[src/rtl/fpu_pkg.sv]
// Shared FPU definitions: opcode encodings, field widths and the stage payload.
package fpu_pkg;

  localparam int unsigned FOP_W  = 3;
  localparam int unsigned FREG_W = 5;

  localparam logic [FOP_W-1:0] FOP_ADD  = 3'b000;
  localparam logic [FOP_W-1:0] FOP_SUB  = 3'b001;
  localparam logic [FOP_W-1:0] FOP_MUL  = 3'b010;
  localparam logic [FOP_W-1:0] FOP_DIV  = 3'b100;
  localparam logic [FOP_W-1:0] FOP_SQRT = 3'b110;

  // One execute-stage slot: write valid, destination register, opcode.
  typedef struct packed {
    logic              w;
    logic [FREG_W-1:0] n;
    logic [FOP_W-1:0]  c;
  } stage_t;

  localparam stage_t STAGE_NULL = '0;

endpackage

[src/rtl/fpu_ds_cnt.sv]
// Loadable down-counter that holds E1 while an fdiv/fsqrt iterates.
module fpu_ds_cnt #(
  parameter int unsigned CNT_W = 4
) (
  input  logic             clk,
  input  logic             clrn,
  input  logic             load,
  input  logic [CNT_W-1:0] lat,
  input  logic             clr,
  output logic [CNT_W-1:0] cnt,
  output logic             busy
);

  logic [CNT_W-1:0] cnt_q;
  logic [CNT_W-1:0] cnt_d;

  // Clear beats load; otherwise count down to zero and stop.
  always_comb begin
    cnt_d = cnt_q;
    if (clr) begin
      cnt_d = '0;
    end else if (load) begin
      cnt_d = lat;
    end else if (cnt_q != '0) begin
      cnt_d = cnt_q - CNT_W'(1);
    end
  end

  always_ff @(posedge clk or negedge clrn) begin
    if (!clrn) begin
      cnt_q <= '0;
    end else begin
      cnt_q <= cnt_d;
    end
  end

  assign cnt  = cnt_q;
  assign busy = (cnt_q != '0);

endmodule

[src/rtl/fpu_pipe_ctl.sv]
// E1/E2/E3 tag pipeline for FP ops, with E1 hold while a div/sqrt iterates.
module fpu_pipe_ctl
  import fpu_pkg::*;
#(
  parameter int unsigned DIV_LAT  = 4,
  parameter int unsigned SQRT_LAT = 6,
  parameter int unsigned CNT_W    = 4
) (
  input  logic              clk,
  input  logic              clrn,
  input  logic              wf,
  input  logic [FOP_W-1:0]  fc,
  input  logic [FREG_W-1:0] fd,
  input  logic              fcancel,
  output logic [FREG_W-1:0] e1n,
  output logic [FREG_W-1:0] e2n,
  output logic [FREG_W-1:0] e3n,
  output logic              e1w,
  output logic              e2w,
  output logic              e3w,
  output logic [FOP_W-1:0]  e1c,
  output logic              stall_div_sqrt,
  output logic [CNT_W-1:0]  dcnt
);

  stage_t e1_q, e1_d;
  stage_t e2_q, e2_d;
  stage_t e3_q, e3_d;

  logic             busy;
  logic             cnt_load;
  logic             cnt_clr;
  logic [CNT_W-1:0] cnt_lat;

  // Advance when the counter is idle; otherwise E1 holds and E2 takes a bubble.
  always_comb begin
    e1_d     = e1_q;
    e2_d     = e2_q;
    e3_d     = e2_q;
    cnt_load = 1'b0;
    cnt_clr  = 1'b0;
    cnt_lat  = fc[1] ? CNT_W'(SQRT_LAT) : CNT_W'(DIV_LAT);
    if (!busy) begin
      e1_d     = wf ? '{w: 1'b1, n: fd, c: fc} : STAGE_NULL;
      e2_d     = e1_q;
      e2_d.w   = e1_q.w & ~fcancel;
      cnt_load = wf & fc[2];
    end else begin
      // An op offered during a hold is a CU protocol error and is dropped.
      e2_d = STAGE_NULL;
      if (fcancel) begin
        e1_d.w  = 1'b0;
        cnt_clr = 1'b1;
      end
    end
  end

  always_ff @(posedge clk or negedge clrn) begin
    if (!clrn) begin
      e1_q <= STAGE_NULL;
      e2_q <= STAGE_NULL;
      e3_q <= STAGE_NULL;
    end else begin
      e1_q <= e1_d;
      e2_q <= e2_d;
      e3_q <= e3_d;
    end
  end

  fpu_ds_cnt #(
    .CNT_W (CNT_W)
  ) u_ds_cnt (
    .clk  (clk),
    .clrn (clrn),
    .load (cnt_load),
    .lat  (cnt_lat),
    .clr  (cnt_clr),
    .cnt  (dcnt),
    .busy (busy)
  );

  assign e1n            = e1_q.n;
  assign e2n            = e2_q.n;
  assign e3n            = e3_q.n;
  assign e1w            = e1_q.w;
  assign e2w            = e2_q.w;
  assign e3w            = e3_q.w;
  assign e1c            = e1_q.c;
  assign stall_div_sqrt = busy;

endmodule
[config.mk]
export PLATFORM = sky130hd
export DESIGN_NAME = fpu_pipe_ctl
export DESIGN_NICKNAME = d
export VERILOG_FILES = /design/src/rtl/fpu_pkg.sv /design/src/rtl/fpu_ds_cnt.sv /design/src/rtl/fpu_pipe_ctl.sv
export SDC_FILE = /design/constraint.sdc
export NUM_CORES = 1
export LEC_CHECK = 0
export BUFFER_PORTS_ARGS = -buffer_cell sky130_fd_sc_hd__buf_2
export CAP_MARGIN = 20
export CELL_PAD_IN_SITES_DETAIL_PLACEMENT = 1
export CELL_PAD_IN_SITES_GLOBAL_PLACEMENT = 1
export CORE_ASPECT_RATIO = 1.5
export CORE_UTILIZATION = 25
export CTS_CLUSTER_SIZE = 24
export DETAILED_ROUTE_END_ITERATION = 7
export PLACE_DENSITY_LB_ADDON = 0.1
export SYNTH_ARGS = -nofsm -noshare
export SYNTH_HDL_FRONTEND = slang
export SYNTH_HIERARCHICAL = 1
export SYNTH_SLANG_ARGS = --single-unit
export TNS_END_PERCENT = 10
[constraint.sdc]
create_clock -name clk -period 2.3 [get_ports clk]
set_input_delay 0.115 -clock clk [delete_from_list [all_inputs] [get_ports clk]]
set_output_delay 0.115 -clock clk [all_outputs]
set_load 0.1 [all_outputs]
==> flow_summary.yaml <==
run_status:
  run_status: "completed"
setup_path:
  slowest_delay_ns: 0.49
  startpoint: "u_ds_cnt/cnt[1]"
  required_ns: 2.18
  ff2ff_setup_slack_ns: 0.31
  critPathCaptureType: "output pin"
  cp_slowest_cell: "dfrtp_4"
  crit_type: "reg -> out"
  cp_cell_sequence: "inv_1 > ha_1 > or3b_4 > buf_4 > buf_2"
  rr_worst_depth: 7
  arrival_ns: 1.98
  path_max_fanout: 12
  timing.rr.start: "u_ds_cnt/cnt[1]"
  critPathLaunchType: "register"
yosys:
  synth.distinct_cells: 24
  yosysTopAreaCell: "dfrtp_1"
  yosys-top-cells-count: "dfrtp_1, a22o_1, nor2b_1, and2b_1, inv_1"
  ys_warn_count: 6
  syn_area_um2: 933
  synth.most_common_cell: "dfrtp_1"
  ys_seq_elements: 25
  yosysSeqAreaShare: 0.670
  synthCells: 68
  synth_top_area_frac: 0.670
  synth_area_leaders: "dfrtp_1, a22o_1, nor2b_1"
  synth_edf_count: 0
  synth-main-ff-cell: "dfrtp_1"
  synth.avg_cell_area_um2: 13.7
  async_reset_ff_frac: 1.00
sta:
  finalHoldViolations: 0
  hold_ws_ns: 0.0202
  rsz0062_at_grt: "false"
  setup_tns_ns: 0
  clock-skew-final_ns: 0.00266
  worstMarginPinSlew_ns: 0.563
  relSlewSlack: 0.625
  maxSlewViolCount: 0
  max_freq_mhz: 477
  fin_ws_ns: 0.204
  fin_crit_ns: 2.10
  fin_crit_sh: 0.911
  setup_viol: 0
grt:
  grt_pass1_vias: 711
  grt_overflow: 0
  grt_usage: 0.121
  grt_pass1_wl_mm: 3.53
  antenna_found_initial: 0
  grt_max_degree: 26
cts:
  clk_latency_ns: 0.27
  path_clk_slew_ns: 0.09
  cts_tree: "yes"
  clk_path_buf_depth: 2
  root_buffer: "clkbuf_8"
  cts_sinks: 25
  postCtsSetupRepairBufs: 0
  htree_num_levels: 1
  cts_buffers: 3
die:
  start_util: 0.268
  die_area_um2: 3990
  io_pins: 38
  fp.coreArea_um2: 3480
  die_y_um: 76.8
  die_w_um: 51.9
  rows: 26
route:
  num_vias: 690
  drt-initial-drc-count: 0
  drc_errors: 0
  drt-wirelength-per-cell_um: 13.2
  viasPerCell: 4.54
  drt_wl_total_mm: 2.00
  first_pass_iters: 1
  antenna_left: 0
layout:
  drive_gt1_frac: 0.455
  area_delta_synth_final_pct: 33.2
  fin_nets: 124
  n_antenna_cell: 0
  final_area_um2: 1240
placement:
  placed_area_um2: 1180
  port_buffers: 37
  gp_congestion: 0.697
  dp_hpwl_mm: 1.51
  place_ws_ns: 0.292
min_path:
  hold_path.startpoint: "fcancel"
  min_delay_path_depth: 2
  hold_class: "in -> reg"
flow_run:
  maxCapViolCount: 0
-- state kept, by name (all words and copies together), names as in the netlist --
register	count
e1c	3
e1n	5
e1w	1
e2n	5
e2w	1
e3n	5
e3w	1
u_ds_cnt/cnt	4
-- critical path: cells and delay by family, from the launching register on --
family	cells	cell delay (ns)
adders and majority gates	1	0.17
DFF	1	0.49
buffers and inverters	3	0.59
and+or+nand+nor	1	0.46
-- routing by layer --
metal	track usage	up-vias	share of wire
met5	0	-	0
met4	0.0649	0	0.019
met3	0.0258	4	0.045
met2	0.185	24	0.54
met1	0.154	351	0.40
li1	-	311	-
-- path summary, 6_finish.rpt --
path	end
max in group asynchronous	u_ds_cnt/cnt[1]
min reg2reg	e3n[4]
max reg2reg	u_ds_cnt/cnt[3]
min in group asynchronous	e2n[4]
min	e2w
max	stall_div_sqrt
-- cell families after synthesis --
| logic type | after synthesis | synth area share |
|---|---|---|
| compound gates | 14 | 0.127 |
| xor+xnor | 2 | 0.0188 |
| fa+ha+maj | 1 | 0.0134 |
| buf+inv | 6 | 0.0349 |
| flops | 25 | 0.670 |
| mux | 1 | 0.0107 |
| other cells | 2 | 0.00805 |
| simple gates | 17 | 0.117 |
-- placed cells by master, fill, tap and decap left out, types with 3 or more instances in the layout --
master / count
clkbuf_8: 3
conb_1: 3
a22o_1: 10
and2b_1: 3
buf_2: 37
nor2b_1: 5
dfrtp_1: 21
-- stage by stage --
| stage | instances | util |
|---|---|---|
| after detailed placement | 147 | 0.340 |
| after CTS | 152 | 0.357 |
| after global routing | 152 | 0.357 |
| after global placement | 147 | 0.340 |
| after floorplan | 69 | - |
| final | 152 | 0.357 |
-- final cells by class --
cell class | count | area (um^2)
sequential | 25 | 636
tap | 42 | 52.6
timing repair buffer | 40 | 210
inverter | 3 | 11.3
multi-input combinational | 38 | 284
clock inverter | 1 | 8.76
fill | 388 | 2240
clock buffer | 3 | 41.3
-- what timing repair did --
action | CTS | global route
gates resized for setup | 0 | 0
hold endpoints to repair | 25 | 0
hold buffers | 1 | 0
Power is not shown: default switching activity piles up to over one toggle a cycle in this logic, so the estimate is an artifact.
